### config.mk
export PLATFORM = sky130hd
export DESIGN_NAME = elapsed_meter
export DESIGN_NICKNAME = d
export VERILOG_FILES = /design/src/rtl/timer_pkg.sv /design/src/rtl/elapsed_meter.sv
export SDC_FILE = /design/constraint.sdc
export NUM_CORES = 1
export LEC_CHECK = 0
export ABC_AREA = 0
export CORE_UTILIZATION = 50
export CTS_CLUSTER_SIZE = 10
export DETAILED_ROUTE_END_ITERATION = 10
export PLACE_DENSITY = 0.83
export SLEW_MARGIN = 20
export SYNTH_ARGS = -nofsm -noshare
export SYNTH_HDL_FRONTEND = slang
export SYNTH_SLANG_ARGS = --single-unit
### constraint.sdc
create_clock -name clk -period 5.2 [get_ports clk]
set_input_delay 1.04 -clock clk [delete_from_list [all_inputs] [get_ports clk]]
set_output_delay 1.04 -clock clk [all_outputs]
set_load 0.1 [all_outputs]
### src/rtl/timer_pkg.sv
// Constants shared between the 0.1 s timer and its consumers (state encoding, tick period).
package timer_pkg;

    localparam logic [1:0] ST_IDLE = 2'd0;
    localparam logic [1:0] ST_RUN  = 2'd1;
    localparam logic [1:0] ST_HOLD = 2'd2;

    localparam int unsigned TICK_CYCLES   = 12500000;
    localparam int          DEFAULT_WIDTH = 32;

endpackage

### src/rtl/elapsed_meter.sv
// Measures elapsed timer ticks and raw clock cycles between a start and a stop pulse,
// with optional tick-limit timeout and a sticky protocol-misuse flag.
module elapsed_meter
    import timer_pkg::*;
#(
    parameter int          WIDTH = DEFAULT_WIDTH,
    parameter int          CYC_W = 32,
    parameter int unsigned LIMIT = 0
) (
    input  logic             clk,
    input  logic             rstn,
    input  logic [WIDTH-1:0] t,
    input  logic             start,
    input  logic             stop,
    output logic             res_valid,
    input  logic             res_ready,
    output logic [WIDTH-1:0] elapsed_ticks,
    output logic [CYC_W-1:0] elapsed_cycles,
    output logic             timed_out,
    output logic             busy,
    output logic             err,
    input  logic             clr_err,
    output logic [1:0]       dbg_state
);

    // Result handshake: a result transfers on any rising edge where res_valid && res_ready.
    // Once res_valid rises, res_valid and all result fields hold until that transfer;
    // res_valid never depends combinationally on res_ready.

    logic [1:0]       state;
    logic [WIDTH-1:0] t_start;
    logic [WIDTH-1:0] diff;
    logic [CYC_W-1:0] cyc;
    logic [CYC_W-1:0] cyc_next;
    logic             limit_hit;
    logic             err_set;

    // Modular difference keeps the result correct across a rollover of t.
    assign diff      = t - t_start;
    assign cyc_next  = (&cyc) ? cyc : cyc + CYC_W'(1);
    assign limit_hit = (LIMIT != 0) && (diff >= WIDTH'(LIMIT));
    assign dbg_state = state;

    always_comb begin
        err_set = 1'b0;
        case (state)
            ST_RUN:  err_set = start;
            ST_HOLD: err_set = stop || (start && !res_ready);
            default: err_set = 1'b0;
        endcase
    end

    always_ff @(posedge clk) begin
        if (!rstn) begin
            state          <= ST_IDLE;
            t_start        <= '0;
            cyc            <= '0;
            res_valid      <= 1'b0;
            elapsed_ticks  <= '0;
            elapsed_cycles <= '0;
            timed_out      <= 1'b0;
            busy           <= 1'b0;
            err            <= 1'b0;
        end else begin
            case (state)
                ST_IDLE: begin
                    if (start) begin
                        t_start <= t;
                        cyc     <= '0;
                        busy    <= 1'b1;
                        state   <= ST_RUN;
                    end
                end
                ST_RUN: begin
                    // A stop in the same cycle as the limit is reported as a normal stop.
                    if (stop || limit_hit) begin
                        res_valid      <= 1'b1;
                        elapsed_ticks  <= diff;
                        elapsed_cycles <= cyc_next;
                        timed_out      <= !stop;
                        busy           <= 1'b0;
                        state          <= ST_HOLD;
                    end else begin
                        cyc <= cyc_next;
                    end
                end
                ST_HOLD: begin
                    if (res_ready) begin
                        res_valid <= 1'b0;
                        if (start) begin
                            t_start <= t;
                            cyc     <= '0;
                            busy    <= 1'b1;
                            state   <= ST_RUN;
                        end else begin
                            state <= ST_IDLE;
                        end
                    end
                end
                default: state <= ST_IDLE;
            endcase

            // Set events take priority over a same-cycle clear.
            if (err_set) begin
                err <= 1'b1;
            end else if (clr_err) begin
                err <= 1'b0;
            end
        end
    end

endmodule

# After elaboration in Yosys (flattened, before gate mapping)
# Index checks and enable logic that the tools add are counted.
# op_classes
reduce_logical,16
n_addsub,2
eq_ne,6
muxes,23
# op_table
cell,n
$mux 32,6
$pmux 32 s3,1
$pmux 32 s2,1
$add 32x1->32 const B,1
$reduce_and 32->1,1
$sub 32x32->32,1
$reduce_and 3->1,4
$mux 1,8
$ne 2x2->1 const B,4
$mux 2,3
$pmux 2 s3,1
$reduce_bool 2->1,3
$pmux 1 s2,2
$reduce_and 2->1,2
$pmux 1 s3,1
$reduce_bool 3->1,1
$eq 2x1->1 const B,1
$eq 2x2->1 const B,1
$logic_not 1->1,2
$logic_not 2->1,1
$logic_and 1x1->1,1
$logic_or 1x1->1,1
# totals
inputBits,38
elab_cells,56
out_inout_bits,70
regBits,134

# Logic depth before layout (Yosys ltp)
# Gate-level depths: netlist of the first run.
# logic_depth
word_depth,5
depth_mapped,12
ltp_nobuf,12

# Least setup slack after synthesis of the first run
# OpenSTA, ideal clock, no wires.
# synth_timing
path_kind,input to register
start,input t[6]
end,register elapsed_ticks[31]
path_slack_ns,1.888
stages,9
n_path_buf,0
setup_time_ns,0.065
t_arrival_ns,3.247
required_ns,5.135
cell_sequence,ha_1 -> a21oi_1 -> nor3b_1 -> a2111oi_4 -> o221ai_2 -> o311ai_4 -> a221oi_2 -> or4_1 -> nand3_1
# synth_via
elab_chain_cells,1
# synth_rtl
item,line,rtl
from (decl),elapsed_meter.sv:12,"input logic [WIDTH-1:0] t,"
$sub 32x32->32,elapsed_meter.sv:39,assign diff = t - t_start;
to (signal assigned),elapsed_meter.sv:78,elapsed_ticks <= diff;
to (decl),elapsed_meter.sv:17,"output logic [WIDTH-1:0] elapsed_ticks,"
# Every way passes these cells.
# A chain may end at the register's enable or synchronous reset.

# Worst setup path in the final report of the first run
# layout_timing
start,input t[0]
end,register elapsed_ticks[20]
# Same word-level chain as after synthesis.

==> flow_summary.toml, run 1 <==
[power]
clock_power_share_pct = 36.9
p_int_mw = 1.970
peakVddDrop_v = 0.0002419
pwr-share-comb_pct = 26.9
switching_share_pct = 35.89
powerDensity_nw_per_um2 = 339.2
switching_power_mw = 1.103
leakage_nw = 3.221
seq_power_share_pct = 36.2

[final_layout]
num_antenna_cells = 0
area_delta_synth_final_pct = 21.97
final_cell_area_um2 = 9057
layout.nets = 1125
drive_above_1_share_pct = 5.085

[worst_hold_path]
min_to = "elapsed_ticks[8]$_SDFFE_PN0P_"
hold_path.class = "register to register"
hold_depth = 2
hp-start = "elapsed_ticks[8]$_SDFFE_PN0P_"

[route]
postRouteAntennaNets = 0
drc_errors = 0
drt_iter0_markers = 524
avgRoutedWirePerCell_um = 14.87
wl_um = 18530
vias = 7058
routed_via_density = 5.665
dr.pass1.iters = 5

[placed_design]
place_area_um2 = 8498
place.gp.congestion = 0.8666
portBuffers = 107
hpwl_um = 12820

[yosys]
yosys.area.top_type = "dfxtp_1"
postSynth.asyncResetShare_pct = 0
synthFlopType = "dfxtp_1"
synth_area_um2 = 7426
yosys_register_bits = 134
synth.avg_cell_area_um2 = 7.632
seq_area_frac_synth_pct = 36.12
postSynthCellCount = 973
synth_enable_flop_cells = 0
synth_fp_nets = 1049
synth.top_cell.area_share_pct = 36.12
synth-warning-count = 0
ys_types = 64
netlist_top_cells_area = "dfxtp_1, nand2_1, a21oi_1"

[setup_path]
cp_num_buf_inv = 2
slowest_stage = "clkdlybuf4s50_1"
cpPeakStageDelay_ps = 480
path_cells = "clkdlybuf4s50_1 -> inv_1 -> ha_1 -> fa_1 -> nor2b_1 -> o211ai_1 -> a31o_2 -> a211oi_1 -> nor2_1 -> o21ai_0 -> a31oi_1 -> mux2i_1 -> a21oi_1"
r2r_start = "t_start[1]$_SDFFE_PN0P_"
crit_type = "input pin to register"
crit_cells = 13
worstReg2RegEnd = "elapsed_ticks[31]$_SDFFE_PN0P_"
required_ps = 5480
cp.arrival_ps = 3990
cp-start-kind = "input pin"
critPathMaxFanout = 5
r2r_slack_ps = 2220
ff2ff_path_depth = 11
cp-end-kind = "register"
critPathTopFamily = "compound AO/OA/AOI/OAI gates"

[floorplanning]
die_area_um2 = 15340
rows = 44
start_util_pct = 51.09
die_h_um = 123.9
die_x_um = 123.9
fp.coreArea_um2 = 14530
pin_count = 108

[clocking]
cts_tree = "done"
clkSinkCount = 134
cts-root-buf = "clkbuf_16"
path_clk_slew_ps = 60
cts-resized-gates = 0
cts_setup_buffers = 0
clk-insertion-delay-late_ps = 430
htree_levels = 4
clockBufferDepth = 2
cts_hold_buf = 0
cts_buffers = 17

[sta]
fin_crit_sh_pct = 71.27
timing.final.crit_period_ps = 3706
clock-skew-final_ps = 9.828
slew_headroom_pct = 29.59
worst_slew_pin_slew_ps = 1053
slew_viol_final = 0
final.setup.tns_ps = 0
rsz0062_at_grt = "false"
setup_viol = 0
hold_viol_final = 0
max_freq_mhz = 269.8

[flow_run]
drv_cap = 0

[global_routing]
grt_pass1_wl_um = 30080
grtUsageTotal_pct = 24.97
antenna_found_initial = 0
overflow = 0
grt_pass1_vias = 6304
grt_max_degree = 94

[status]
status = "finished clean"
## flip-flops by register name (all words and copies together), names as in the netlist
name / cells
cyc: 32
res_valid: 1
busy: 1
dbg_state: 2
err: 1
t_start: 32
elapsed_ticks: 32
elapsed_cycles: 32
timed_out: 1
## stage by stage
stage          utilization [%]  total power, mW  hold WS, ps  std cells  worst slack (ps)
6_report                 62.32            3.073        452.4       1246              1494
5_1_grt                  62.32            3.200        466.8       1246              1220
4_1_cts                  62.30            3.077        454.1       1246              1501
3_5_place_dp             58.47            1.951        447.4       1214              1075
3_3_place_gp             58.47            1.941        437.8       1214              1151
2_1_floorplan                -            1.764        436.3        973              1888
## cells in the mapped netlist (8+ instances only)
library cell,instances
a211oi_1,23
a21o_1,8
a21oi_1,115
a31oi_1,13
and3_1,11
clkbuf_1,45
dfxtp_1,134
ha_1,37
inv_1,51
mux2i_1,8
nand2_1,173
nand3_1,23
nand4_1,13
nor2_1,76
nor3_1,14
o21ai_0,76
xnor2_1,33
xor2_1,19
## tightest hold or removal path, delay by kind of cell, from the launching register on
kind | cells | cell delay [ps]
flip-flops | 1 | 310
AND/OR/NAND/NOR | 1 | 50
AO/OA/AOI/OAI | 1 | 50
## area by class of cell
class,count,area [um2]
Clock buffer,18,439.2
Clock inverter,14,117.6
Fill cell,1284,5477
Inverter,52,195.2
Multi-Input combinational cell,730,4269
Sequential cell,134,2683
Tap cell,184,230.2
Timing Repair Buffer,114,1124
## layer usage
layer	up-vias	routed length [um]	global-route usage [%]
met5	-	0	0
met4	0	366	9.864
met3	34	1014	4.258
met2	198	8717	41.63
met1	3277	8432	31.96
li1	3549	-	-
## power by group through the flow
stage	clock (mW)	combinational [mW]	sequential (mW)
after floorplan	0	0.405	1.36
after global placement	0	0.807	1.13
after detailed placement	0	0.815	1.14
after CTS	1.14	0.823	1.11
after global routing	1.19	0.892	1.12
final	1.13	0.826	1.11
## how the worst max path moves through the flow
stage                     startpoint                              to  slack [ps]
after floorplan                 t[6]  elapsed_ticks[31]$_SDFFE_PN0P_        1890
after global routing            t[0]  elapsed_ticks[20]$_SDFFE_PN0P_        1220
after global placement          t[0]  elapsed_ticks[20]$_SDFFE_PN0P_        1150
after detailed placement        t[0]  elapsed_ticks[20]$_SDFFE_PN0P_        1080
after CTS                       t[0]  elapsed_ticks[20]$_SDFFE_PN0P_        1500
final                           t[0]  elapsed_ticks[20]$_SDFFE_PN0P_        1490
## cell families after synthesis
family / count (synthesis) / synth area share [%]
fa+ha+maj: 38 / 6.504
buf+inv: 109 / 6.436
compound gates: 287 / 23.47
flops: 134 / 36.12
mux: 8 / 1.078
xor+xnor: 52 / 6.133
simple gates: 345 / 20.25
## placed cells by master (no fill, tap or decap), types with 19 or more instances in the layout
| master | n |
|---|---|
| a21oi_1 | 115 |
| a211oi_1 | 23 |
| o21ai_0 | 76 |
| nand3_1 | 23 |
| nor2_1 | 76 |
| xor2_1 | 19 |
| dfxtp_1 | 134 |
| inv_1 | 51 |
| nand2_1 | 172 |
| xnor2_1 | 33 |
| clkdlybuf4s50_1 | 107 |
| ha_1 | 37 |
Power figures use the tool's default switching activity.
==> run 2, diff against run 1 <==
==> constraint.sdc (replaced) <==
create_clock -name clk -period 3.7 [get_ports clk]
set_input_delay 0.74 -clock clk [delete_from_list [all_inputs] [get_ports clk]]
set_output_delay 0.74 -clock clk [all_outputs]
set_load 0.1 [all_outputs]
==> flow_summary.toml, run 2 (same netlist as run 1, synthesis figures left out) <==
[floorplanning]
fp.coreArea_um2 = 14530
die_h_um = 123.9
die_area_um2 = 15340
start_util_pct = 51.09
pin_count = 108
die_x_um = 123.9
rows = 44

[worst_hold_path]
hold_depth = 2
hp-start = "elapsed_ticks[11]$_SDFFE_PN0P_"
min_to = "elapsed_ticks[11]$_SDFFE_PN0P_"
hold_path.class = "register to register"

[clocking]
clkSinkCount = 134
cts_hold_buf = 0
clockBufferDepth = 2
htree_levels = 4
cts_setup_buffers = 0
cts_buffers = 17
cts-resized-gates = 0
clk-insertion-delay-late_ps = 430
cts-root-buf = "clkbuf_16"
path_clk_slew_ps = 60
cts_tree = "done"

[sta]
slew_viol_final = 0
timing.final.crit_period_ps = 3356
setup_viol = 0
setup_ws_ps = 343.6
max_freq_mhz = 297.9
worst_slew_pin_slew_ps = 1059
timing.hold.ws_ps = 451.3
fin_crit_sh_pct = 90.71
rsz0062_at_grt = "false"
slew_headroom_pct = 29.21
final.setup.tns_ps = 0
clock-skew-final_ps = 6.939
hold_viol_final = 0

[final_layout]
final_cells = 1263
layout_common_cells = "nand2_1, dfxtp_1, a21oi_1"
mostFrequentLayoutCell = "nand2_1"
layout.nets = 1142
fillers = 1233
area_delta_synth_final_pct = 24.48
drive_above_1_share_pct = 6.487
num_antenna_cells = 0

[global_routing]
overflow = 0
antenna_found_initial = 0
grt_pass1_vias = 6591
grt_pass1_wl_um = 31260
grtUsageTotal_pct = 25.96
grt_max_degree = 94

[setup_path]
critPathMaxFanout = 2
cp.arrival_ps = 3700
crit_type = "input pin to register"
worstReg2RegEnd = "elapsed_ticks[31]$_SDFFE_PN0P_"
cp-end-kind = "register"
cp-start-kind = "input pin"
required_ps = 4040
r2r_slack_ps = 700
r2r_start = "t_start[1]$_SDFFE_PN0P_"
ff2ff_path_depth = 11

[route]
vias = 7210
dr.pass1.iters = 5
wl_um = 19270
drt_iter0_markers = 479
routed_via_density = 5.709
avgRoutedWirePerCell_um = 15.25
drc_errors = 0
postRouteAntennaNets = 0

[placed_design]
portBuffers = 107
dp.cells = 1231
hpwl_um = 13180
place.gp.congestion = 0.8955
pre_cts_slack_ps = -1.947

[power]
powerDensity_nw_per_um2 = 491.8
peakVddDrop_v = 0.0004099
leakage_nw = 3.337

[flow_run]
drv_cap = 0

[status]
status = "finished clean"
## run 2: changes by cell type in the layout (fill, tap and decap cells not counted), sizes merged
cell,delta
buf,+17
bufinv,+3
clkbuf,-1
clkinv,-1
clkinvlp,-2
inv,+1
## run 2: how the worst max path moves through the flow
stage                     startpoint                              to  slack [ps]  depth (start not counted)
final                           t[0]  elapsed_ticks[28]$_SDFFE_PN0P_         340                         14
after global routing            t[0]  elapsed_ticks[20]$_SDFFE_PN0P_         180                         14
after CTS                       t[0]  elapsed_ticks[28]$_SDFFE_PN0P_         380                         14
after detailed placement        t[0]  elapsed_ticks[20]$_SDFFE_PN0P_          -2                         14
after global placement          t[0]  elapsed_ticks[31]$_SDFFE_PN0P_          70                         12
after floorplan                 t[6]  elapsed_ticks[31]$_SDFFE_PN0P_         690                          9
## run 2: power breakdown
part / leakage, nW / switching [mW] / internal, mW
logic: 1.96 / 0.813 / 0.387
registers: 1.09 / 0.0455 / 1.52
clock network: 0.289 / 0.704 / 1.08
## run 2: layout make-up
class | instances | area [um2] | share of cell area, %
clock buffers | 17 | 425.4 | 4.602
multi-input cells | 730 | 4267 | 46.16
clock inverters | 15 | 192.7 | 2.084
well taps | 184 | 230.2 | 2.491
inverters | 52 | 195.2 | 2.112
repair buffers | 131 | 1251 | 13.54
flip-flops and latches | 134 | 2683 | 29.02
## run 2: routing by layer
metal	share of wire [%]	global-route usage, %	wire (um)
met1	45	33.47	8604
met5	0	0	0
met4	2.1	9.940	403
met2	47	42.57	9088
met3	6.1	5.128	1169
## run 2: critical path, cell delays in order
cell	delay [ps]
clkdlybuf4s50_1	480
inv_1	50
ha_1	220
fa_1	390
nor2b_1	180
o211ai_1	150
a31o_2	270
a211oi_1	210
buf_4	150
nor3_1	60
nor2_1	120
a21oi_1	110
or3_1	350
a31oi_1	190
## run 2: through the flow
stage / utilization, % / instance area [um2] / power (mW)
CTS: 63.60 / 9244 / 4.555
global placement: 59.35 / 8626 / 2.757
floorplan: - / 7426 / 2.480
global route: 63.60 / 9244 / 4.741
finish: 63.60 / 9244 / 4.546
detailed placement: 59.35 / 8626 / 2.777
==> run 3, diff against run 2 <==
--- a/config.mk
+++ b/config.mk
@@ -7,7 +7,7 @@
 export LEC_CHECK = 0
 export ABC_AREA = 0
 export CORE_UTILIZATION = 50
-export CTS_CLUSTER_SIZE = 10
+export CTS_BUF_LIST = sky130_fd_sc_hd__clkbuf_8 sky130_fd_sc_hd__clkbuf_16
 export DETAILED_ROUTE_END_ITERATION = 10
 export PLACE_DENSITY = 0.83
 export SLEW_MARGIN = 20
==> results of run 3 <==
No change in the layout: final DEF, timing and power equal those of run 2.
